<file path="src/rtl/argmax_frame_ctrl_if.sv">
// Bundle of every non-clock signal of argmax_frame_ctrl.
//   in_*     : logit beat stream into the block (valid/ready, in_last marks end of frame)
//   am_*     : connection to the external argmax (start pulse, buffered vector, index, done)
//   out_*    : result stream (valid/ready) with winning class and error flags
//   busy, frame_count : status
// slave is the block's view, master is the view of the surrounding logic.
interface argmax_frame_ctrl_if #(
  parameter int unsigned DATA_WIDTH = 16,
  parameter int unsigned DIM        = 10,
  parameter int unsigned IDXW       = (DIM <= 1) ? 1 : $clog2(DIM),
  parameter int unsigned CNTW       = 16
);
  logic                         in_valid;
  logic                         in_ready;
  logic signed [DATA_WIDTH-1:0] in_data;
  logic                         in_last;
  logic                         am_start;
  logic signed [DATA_WIDTH-1:0] am_vec [0:DIM-1];
  logic [IDXW-1:0]              am_idx;
  logic                         am_done;
  logic                         out_valid;
  logic                         out_ready;
  logic [IDXW-1:0]              out_class;
  logic [1:0]                   out_err;
  logic                         busy;
  logic [CNTW-1:0]              frame_count;

  modport slave (
    input  in_valid, in_data, in_last, am_idx, am_done, out_ready,
    output in_ready, am_start, am_vec, out_valid, out_class, out_err, busy, frame_count
  );

  modport master (
    output in_valid, in_data, in_last, am_idx, am_done, out_ready,
    input  in_ready, am_start, am_vec, out_valid, out_class, out_err, busy, frame_count
  );
endinterface

</file>
<file path="src/rtl/argmax_frame_ctrl.sv">
// Sequencer between the last dense layer and an external argmax unit.
// Buffers one frame of DIM signed logits, starts the argmax, waits for its done
// (bounded by TIMEOUT) and returns the winning class with length/timeout flags.
// Ports:
//   clk    : clock
//   reset  : synchronous, active-high reset
//   bus    : argmax_frame_ctrl_if.slave (input stream, argmax link, result stream, status)
module argmax_frame_ctrl #(
  parameter int unsigned DATA_WIDTH = 16,
  parameter int unsigned DIM        = 10,
  parameter int unsigned IDXW       = (DIM <= 1) ? 1 : $clog2(DIM),
  parameter int unsigned TIMEOUT    = 64,
  parameter int unsigned CNTW       = 16
) (
  input  logic                 clk,
  input  logic                 reset,
  argmax_frame_ctrl_if.slave   bus
);

  localparam int unsigned TW = $clog2(TIMEOUT);
  localparam logic signed [DATA_WIDTH-1:0] MIN_VAL = {1'b1, {(DATA_WIDTH-1){1'b0}}};
  localparam logic [IDXW-1:0] LAST_PTR = IDXW'(DIM - 1);
  // Counter value in the final WAIT cycle: WAIT lasts TIMEOUT-1 cycles so that
  // out_valid rises exactly TIMEOUT cycles after am_start.
  localparam logic [TW-1:0]   TMO_LAST = TW'(TIMEOUT - 2);

  typedef enum logic [2:0] {
    COLLECT = 3'd0,
    DRAIN   = 3'd1,
    START   = 3'd2,
    WAIT    = 3'd3,
    OUTPUT  = 3'd4
  } state_t;

  state_t                       state_q, state_d;
  logic [IDXW-1:0]              wr_ptr_q, wr_ptr_d;
  logic signed [DATA_WIDTH-1:0] buf_q [DIM];
  logic signed [DATA_WIDTH-1:0] buf_d [DIM];
  logic                         len_err_q, len_err_d;
  logic [TW-1:0]                tmo_q, tmo_d;
  logic                         in_ready_q, in_ready_d;
  logic                         am_start_q, am_start_d;
  logic                         out_valid_q, out_valid_d;
  logic [IDXW-1:0]              out_class_q, out_class_d;
  logic [1:0]                   out_err_q, out_err_d;
  logic                         busy_q, busy_d;
  logic [CNTW-1:0]              frame_count_q, frame_count_d;

  logic in_hs_c;
  logic out_hs_c;

  assign in_hs_c  = bus.in_valid && in_ready_q;
  assign out_hs_c = out_valid_q && bus.out_ready;

  // State and datapath registers
  always_ff @(posedge clk) begin
    if (reset) begin
      state_q       <= COLLECT;
      wr_ptr_q      <= '0;
      len_err_q     <= 1'b0;
      tmo_q         <= '0;
      in_ready_q    <= 1'b1;
      am_start_q    <= 1'b0;
      out_valid_q   <= 1'b0;
      out_class_q   <= '0;
      out_err_q     <= '0;
      busy_q        <= 1'b0;
      frame_count_q <= '0;
      for (int i = 0; i < int'(DIM); i++) begin
        buf_q[i] <= MIN_VAL;
      end
    end else begin
      state_q       <= state_d;
      wr_ptr_q      <= wr_ptr_d;
      len_err_q     <= len_err_d;
      tmo_q         <= tmo_d;
      in_ready_q    <= in_ready_d;
      am_start_q    <= am_start_d;
      out_valid_q   <= out_valid_d;
      out_class_q   <= out_class_d;
      out_err_q     <= out_err_d;
      busy_q        <= busy_d;
      frame_count_q <= frame_count_d;
      buf_q         <= buf_d;
    end
  end

  // Next-state, buffer writes and registered-output targets
  always_comb begin
    state_d       = state_q;
    wr_ptr_d      = wr_ptr_q;
    buf_d         = buf_q;
    len_err_d     = len_err_q;
    tmo_d         = tmo_q;
    out_valid_d   = out_valid_q;
    out_class_d   = out_class_q;
    out_err_d     = out_err_q;
    frame_count_d = frame_count_q;

    case (state_q)
      COLLECT: begin
        if (in_hs_c) begin
          buf_d[wr_ptr_q] = bus.in_data;
          if (bus.in_last) begin
            if (wr_ptr_q != LAST_PTR) begin
              // Short frame: pad the unfilled tail so it can never win.
              len_err_d = 1'b1;
              for (int i = 0; i < int'(DIM); i++) begin
                if (IDXW'(i) > wr_ptr_q) begin
                  buf_d[i] = MIN_VAL;
                end
              end
            end
            state_d = START;
          end else if (wr_ptr_q == LAST_PTR) begin
            len_err_d = 1'b1;
            state_d   = DRAIN;
          end else begin
            wr_ptr_d = wr_ptr_q + IDXW'(1);
          end
        end
      end
      DRAIN: begin
        if (in_hs_c && bus.in_last) begin
          state_d = START;
        end
      end
      START: begin
        tmo_d   = '0;
        state_d = WAIT;
      end
      WAIT: begin
        // A done in the final timeout cycle still counts as a normal completion.
        if (bus.am_done) begin
          out_class_d = bus.am_idx;
          out_err_d   = {1'b0, len_err_q};
          out_valid_d = 1'b1;
          state_d     = OUTPUT;
        end else if (tmo_q == TMO_LAST) begin
          out_class_d = '0;
          out_err_d   = {1'b1, len_err_q};
          out_valid_d = 1'b1;
          state_d     = OUTPUT;
        end else begin
          tmo_d = tmo_q + TW'(1);
        end
      end
      OUTPUT: begin
        if (out_hs_c) begin
          out_valid_d   = 1'b0;
          frame_count_d = frame_count_q + CNTW'(1);
          len_err_d     = 1'b0;
          wr_ptr_d      = '0;
          state_d       = COLLECT;
        end
      end
      default: begin
        state_d = COLLECT;
      end
    endcase
  end

  // Status outputs follow the next state so they are aligned with it
  always_comb begin
    in_ready_d = (state_d == COLLECT) || (state_d == DRAIN);
    am_start_d = (state_d == START);
    busy_d     = !((state_d == COLLECT) && (wr_ptr_d == '0));
  end

  assign bus.in_ready    = in_ready_q;
  assign bus.am_start    = am_start_q;
  assign bus.am_vec      = buf_q;
  assign bus.out_valid   = out_valid_q;
  assign bus.out_class   = out_class_q;
  assign bus.out_err     = out_err_q;
  assign bus.busy        = busy_q;
  assign bus.frame_count = frame_count_q;

endmodule

</file>
<file path="src/flat_wrapper.sv">
// flat-port wrapper written by rule: the top's interface ports become plain ports
module argmax_frame_ctrl_flat 
#(
  parameter int unsigned DATA_WIDTH = 16,
  parameter int unsigned DIM        = 10,
  parameter int unsigned IDXW       = (DIM <= 1) ? 1 : $clog2(DIM),
  parameter int unsigned TIMEOUT    = 64,
  parameter int unsigned CNTW       = 16
)
  (clk, reset, bus_in_valid, bus_in_data, bus_in_last, bus_am_idx, bus_am_done, bus_out_ready, bus_in_ready, bus_am_start, bus_am_vec, bus_out_valid, bus_out_class, bus_out_err, bus_busy, bus_frame_count);
  argmax_frame_ctrl_if #(.DATA_WIDTH(DATA_WIDTH), .DIM(DIM), .IDXW(IDXW), .CNTW(CNTW)) bus_i ();
  input  logic clk;
  input  logic reset;
  input wire logic [$bits(bus_i.in_valid)-1:0] bus_in_valid;
  input wire logic [$bits(bus_i.in_data)-1:0] bus_in_data;
  input wire logic [$bits(bus_i.in_last)-1:0] bus_in_last;
  input wire logic [$bits(bus_i.am_idx)-1:0] bus_am_idx;
  input wire logic [$bits(bus_i.am_done)-1:0] bus_am_done;
  input wire logic [$bits(bus_i.out_ready)-1:0] bus_out_ready;
  output wire logic [$bits(bus_i.in_ready)-1:0] bus_in_ready;
  output wire logic [$bits(bus_i.am_start)-1:0] bus_am_start;
  output wire logic [$bits(bus_i.am_vec)-1:0] bus_am_vec;
  output wire logic [$bits(bus_i.out_valid)-1:0] bus_out_valid;
  output wire logic [$bits(bus_i.out_class)-1:0] bus_out_class;
  output wire logic [$bits(bus_i.out_err)-1:0] bus_out_err;
  output wire logic [$bits(bus_i.busy)-1:0] bus_busy;
  output wire logic [$bits(bus_i.frame_count)-1:0] bus_frame_count;
  assign bus_i.in_valid = bus_in_valid;
  assign bus_i.in_data = bus_in_data;
  assign bus_i.in_last = bus_in_last;
  assign bus_i.am_idx = bus_am_idx;
  assign bus_i.am_done = bus_am_done;
  assign bus_i.out_ready = bus_out_ready;
  assign bus_in_ready = bus_i.in_ready;
  assign bus_am_start = bus_i.am_start;
  assign bus_am_vec = {>>{bus_i.am_vec}};
  assign bus_out_valid = bus_i.out_valid;
  assign bus_out_class = bus_i.out_class;
  assign bus_out_err = bus_i.out_err;
  assign bus_busy = bus_i.busy;
  assign bus_frame_count = bus_i.frame_count;
  argmax_frame_ctrl #(.DATA_WIDTH(DATA_WIDTH), .DIM(DIM), .IDXW(IDXW), .TIMEOUT(TIMEOUT), .CNTW(CNTW)) u_core (.clk(clk), .reset(reset), .bus(bus_i));
endmodule
</file>
<file path="config.mk">
export PLATFORM = sky130hd
export DESIGN_NAME = argmax_frame_ctrl_flat
export DESIGN_NICKNAME = d
export VERILOG_FILES = /design/src/rtl/argmax_frame_ctrl_if.sv /design/src/rtl/argmax_frame_ctrl.sv /design/src/flat_wrapper.sv
export SDC_FILE = /design/constraint.sdc
export NUM_CORES = 1
export LEC_CHECK = 0
export CORE_ASPECT_RATIO = 1.5
export CORE_MARGIN = 1.5
export CORE_UTILIZATION = 50
export CTS_CLUSTER_SIZE = 20
export DETAILED_ROUTE_END_ITERATION = 10
export GPL_TIMING_DRIVEN = 1
export PLACE_DENSITY_LB_ADDON = 0.12
export SLEW_MARGIN = 20
export SYNTH_ARGS = -nofsm -noshare
export SYNTH_HDL_FRONTEND = slang
export SYNTH_SLANG_ARGS = --single-unit
</file>
<file path="constraint.sdc">
create_clock -name clk -period 5.37 [get_ports clk]
set_input_delay 0.8055 -clock clk [delete_from_list [all_inputs] [get_ports clk]]
set_output_delay 0.8055 -clock clk [all_outputs]
set_load 0.02 [all_outputs]
</file>
==> flow_metrics.env <==
export IMPL_outcome="completed"
export IMPL_setup_total_negative_slack_ps=0
export IMPL_sequential_cell_area_um2=4000
export IMPL_p_sw_frac=0.259
export IMPL_synth_fa_ha_area_frac=0.0112
export IMPL_post_synth_xor_area_fraction=0.0179
export IMPL_max_stage_delay_ps=870
export IMPL_clk_lat_worst_skew_ps=430
export IMPL_power_report_internal_total_mw=2.20
export IMPL_postSynth_asyncResetShare=0
export IMPL_worst_endpoint_arrival_ps=3270
export IMPL_post_route_cells_drive_above_1_share=0.0445
export IMPL_cts_htree_levels=4
export IMPL_number_of_buffers_created_by_cts=17
export IMPL_antenna_cells=0
export IMPL_synth_top_family_by_area="simple AND/OR/NAND/NOR gates"
export IMPL_pwr_share_seq=0.512
export IMPL_grt_busiest_layer="met2"
export IMPL_remaining_design_rule_violation_count=0
export IMPL_fin_crit_ps=2990
export IMPL_report_power_total_mw=2.96
export IMPL_min_delay_start="u_core.bus.am_vec[58]"
export IMPL_multi_input_comb_area_um2=3350
export IMPL_die_width_um=105
export IMPL_grt_first_pass_wirelength_mm=34.9
export IMPL_routabilityCongestion=0.850
export IMPL_post_synth_mux_area_share=0.00128
export IMPL_die_ar_um2=16400
export IMPL_cts_tree="done"
export IMPL_cts_resized=0
export IMPL_rr_startpoint="u_core.state_q[2]"
export IMPL_grt_setup_unrepaired="no"
export IMPL_cts_hold_buffers=0
export IMPL_timing_hold_violations_final=0
export IMPL_max_vdd_ir_drop_mv=0.190
export IMPL_worst_ep_required_time_ps=5660
export IMPL_cts_reportedPaths_clkPinSlew_ps=70
export IMPL_clock_sinks=200
export IMPL_post_synthesis_to_final_layout_area_growth_pct=32.3
export IMPL_clock_path_buffers=2
export IMPL_syn_mean_instance_area_um2=8.19
export IMPL_maxSlewViolCount=0
export IMPL_min_to="u_core.bus.am_vec[58]"
export IMPL_synthFlopType="sky130_fd_sc_hd__dfxtp_1"
export IMPL_place_hpwl_mm=15.2
export IMPL_cts_post_setup_buffers_inserted=0
export IMPL_synth_warning_count=0
export IMPL_final_period_utilization=0.556
export IMPL_root_buffer="sky130_fd_sc_hd__clkbuf_16"
export IMPL_detail_route_antenna_nets=0
export IMPL_worst_slew_pin_transition_ps=994
export IMPL_detail_route_wl_per_cell_um=17.2
export IMPL_synth_fp_nets=988
export IMPL_synth_compound_gate_area_share=0.138
export IMPL_top_level_ports=212
export IMPL_worstSetupEndpointType="flop"
export IMPL_antenna_violations_before_repair=0
export IMPL_grt_overflow_total=0
export IMPL_critical_path_cell_chain="or3_1 -> nor4_4 -> nand2_1 -> nand2_1 -> nand4_1"
export IMPL_die_span_y_um=156
export IMPL_first_global_vias=6420
export IMPL_fillerInstances=1273
export IMPL_p_leak_nw=3.41
export IMPL_timing_fmax_ghz=0.335
export IMPL_synth_cells=955
export IMPL_cp_slowest_cell="sky130_fd_sc_hd__nor4_4"
export IMPL_grt_start_max_net_pins=52
export IMPL_rows=55
export IMPL_setup_viol=0
export IMPL_route_vias_total=7279
export IMPL_initial_utilization=0.514
export IMPL_path_common_cell="sky130_fd_sc_hd__nand2_1"
export IMPL_power_dissipated_by_switching_net_loads_mw=0.766
export IMPL_timing_reg2reg_worst_path_depth=5
export IMPL_first_pass_iters=5
export IMPL_global_routing_usage_on_met1=0.337
export IMPL_setup_worst_path_class="reg -> reg"
export IMPL_timing_reg2reg_setup_slack_ps=2380
export IMPL_synth_edf_count=0
export IMPL_drt_first_iter_violations=384
export IMPL_fin_skew_ps=13.6
export IMPL_portBuffers=211
export IMPL_finalWirelength_mm=22.7
export IMPL_ys_seq_elements=200
export IMPL_gr_usage_met2=0.457
export IMPL_coreArea_um2=15200
export IMPL_comb_power_share=0.082
export IMPL_slew_headroom=0.332
export IMPL_synth_area_um2=7820
export IMPL_powerDensity_nw_per_um2=286
export IMPL_synth_simple_gate_area_frac=0.260
export IMPL_route_detailed_vias_per_inst=5.51
export IMPL_grt_util_all_layers=0.272
export IMPL_nets=1144
export IMPL_timing_critical_path_fanout_max=20
export IMPL_use_met3=0.0576
export IMPL_clock_power_share=0.406
export IMPL_seq_area_frac_synth=0.512
export IMPL_worst_hold_path_num_cells=2
export IMPL_synth_distinct_cells=49
export IMPL_maxCapViolations=0
export IMPL_hold_class="reg -> reg"
export IMPL_worstReg2RegEnd="u_core.bus.am_vec[63]"
export IMPL_worstSetupStartpointType="flop"
## worst max-delay path, delay by kind of cell, from the launching register on
family,cells,cell delay (ps)
DFF,1,440
and+or+nand+nor,5,2400
## worst max-delay path by stage
| stage | slack, ps | to | cells past startpoint | from |
|---|---|---|---|---|
| detailed placement | 2020 | u_core.bus.am_vec[21] | 6 | bus_in_valid |
| global placement | 2100 | u_core.bus.am_vec[84] | 6 | bus_in_valid |
| global route | 2120 | u_core.bus.am_vec[63] | 5 | u_core.state_q[2] |
| floorplan | 3300 | u_core.bus.am_vec[10] | 7 | bus_in_valid |
| CTS | 2390 | u_core.bus.am_vec[63] | 5 | u_core.state_q[2] |
| finish | 2380 | u_core.bus.am_vec[63] | 5 | u_core.state_q[2] |
## Yosys cell counts (3+ instances only)
library cell               instances  share of area
sky130_fd_sc_hd__and2_1            6         0.0048
sky130_fd_sc_hd__nor4_4            4          0.011
sky130_fd_sc_hd__nand4_1           6         0.0048
sky130_fd_sc_hd__ha_1              7          0.011
sky130_fd_sc_hd__nor3_1            6         0.0038
sky130_fd_sc_hd__a211oi_1          5         0.0048
sky130_fd_sc_hd__a21oi_1         162           0.10
sky130_fd_sc_hd__or3_1             3         0.0024
sky130_fd_sc_hd__nand2_1         251           0.12
sky130_fd_sc_hd__nor4_1            4         0.0032
sky130_fd_sc_hd__xnor2_1           6         0.0067
sky130_fd_sc_hd__o21ai_0           6         0.0038
sky130_fd_sc_hd__xor2_1           10          0.011
sky130_fd_sc_hd__inv_1            13         0.0062
sky130_fd_sc_hd__and3_1            4         0.0032
sky130_fd_sc_hd__nand3b_1          7         0.0067
sky130_fd_sc_hd__dfxtp_1         200           0.51
sky130_fd_sc_hd__clkbuf_1         26          0.012
sky130_fd_sc_hd__and4_1            4         0.0045
sky130_fd_sc_hd__a21o_1            3         0.0029
sky130_fd_sc_hd__buf_6             7          0.010
sky130_fd_sc_hd__buf_4             6         0.0058
sky130_fd_sc_hd__nor2_1           31          0.015
sky130_fd_sc_hd__nand3_1         106          0.068
sky130_fd_sc_hd__buf_2            37          0.024
sky130_fd_sc_hd__a22oi_1           4         0.0038
## power by group through the flow
stage / Clock (mW) / Combinational, mW / Sequential (mW)
floorplan: 0 / 0.139 / 1.56
global placement: 0 / 0.241 / 1.55
detailed placement: 0 / 0.242 / 1.55
CTS: 1.21 / 0.242 / 1.52
global route: 1.28 / 0.259 / 1.52
finish: 1.20 / 0.244 / 1.52
## final cells by class
cell class,instances,share of cell area
sequential,200,0.387
multi-input combinational,664,0.324
timing repair buffer,215,0.207
clock buffer,19,0.0428
tap,199,0.0241
clock inverter,12,0.0104
inverter,13,0.00472
## flip-flops by register name (all words and copies together) (netlist names)
name,count
u_core.state_q,3
u_core.bus.busy,1
u_core.bus.out_class,4
u_core.tmo_q,6
u_core.bus.am_vec,160
u_core.wr_ptr_q,4
u_core.bus.out_valid,1
u_core.bus.am_start,1
u_core.bus.in_ready,1
u_core.bus.frame_count,16
u_core.bus.out_err,2
u_core.len_err_q,1
## cell usage in the layout (no fill, tap or decap), types with 5 or more instances in the layout
cell type / Yosys / routed
sky130_fd_sc_hd__a21oi_1: 162 / 162
sky130_fd_sc_hd__inv_1: 13 / 13
sky130_fd_sc_hd__xnor2_1: 6 / 6
sky130_fd_sc_hd__dfxtp_1: 200 / 200
sky130_fd_sc_hd__clkdlybuf4s50_1: 0 / 210
sky130_fd_sc_hd__nor2_1: 31 / 31
sky130_fd_sc_hd__a211oi_1: 5 / 5
sky130_fd_sc_hd__and2_1: 6 / 6
sky130_fd_sc_hd__nand4_1: 6 / 6
sky130_fd_sc_hd__ha_1: 7 / 5
sky130_fd_sc_hd__nor3_1: 6 / 6
sky130_fd_sc_hd__xor2_1: 10 / 10
sky130_fd_sc_hd__nand2_1: 251 / 251
sky130_fd_sc_hd__o21ai_0: 6 / 6
sky130_fd_sc_hd__nand3b_1: 7 / 7
sky130_fd_sc_hd__nand3_1: 106 / 106
sky130_fd_sc_hd__clkbuf_16: 0 / 17
## kinds of logic after synthesis
| logic type | Yosys count |
|---|---|
| DFF | 200 |
| adders and majority gates | 7 |
| and+or+nand+nor | 444 |
| muxes | 1 |
| buffers and inverters | 91 |
| xor gates and xnor gates | 16 |
| AOI/OAI and AO/OA | 196 |
## through the flow
stage	hold WS (ps)	util	setup slack (ps)	std cells	area (um^2)
detailed placement	446	0.644	2020	1291	9790
global route	473	0.680	2120	1322	10300
floorplan	452	-	3300	955	7820
finish	455	0.680	2380	1322	10300
global placement	441	0.644	2100	1291	9790
CTS	456	0.680	2390	1322	10300
## per-layer routing
metal | up-vias | part of all wire
li1 | 3526 | -
met1 | 3374 | 0.39
met2 | 328 | 0.50
met3 | 51 | 0.078
met4 | 0 | 0.031
met5 | - | 0
No activity file was read; power rests on OpenSTA's default activity.
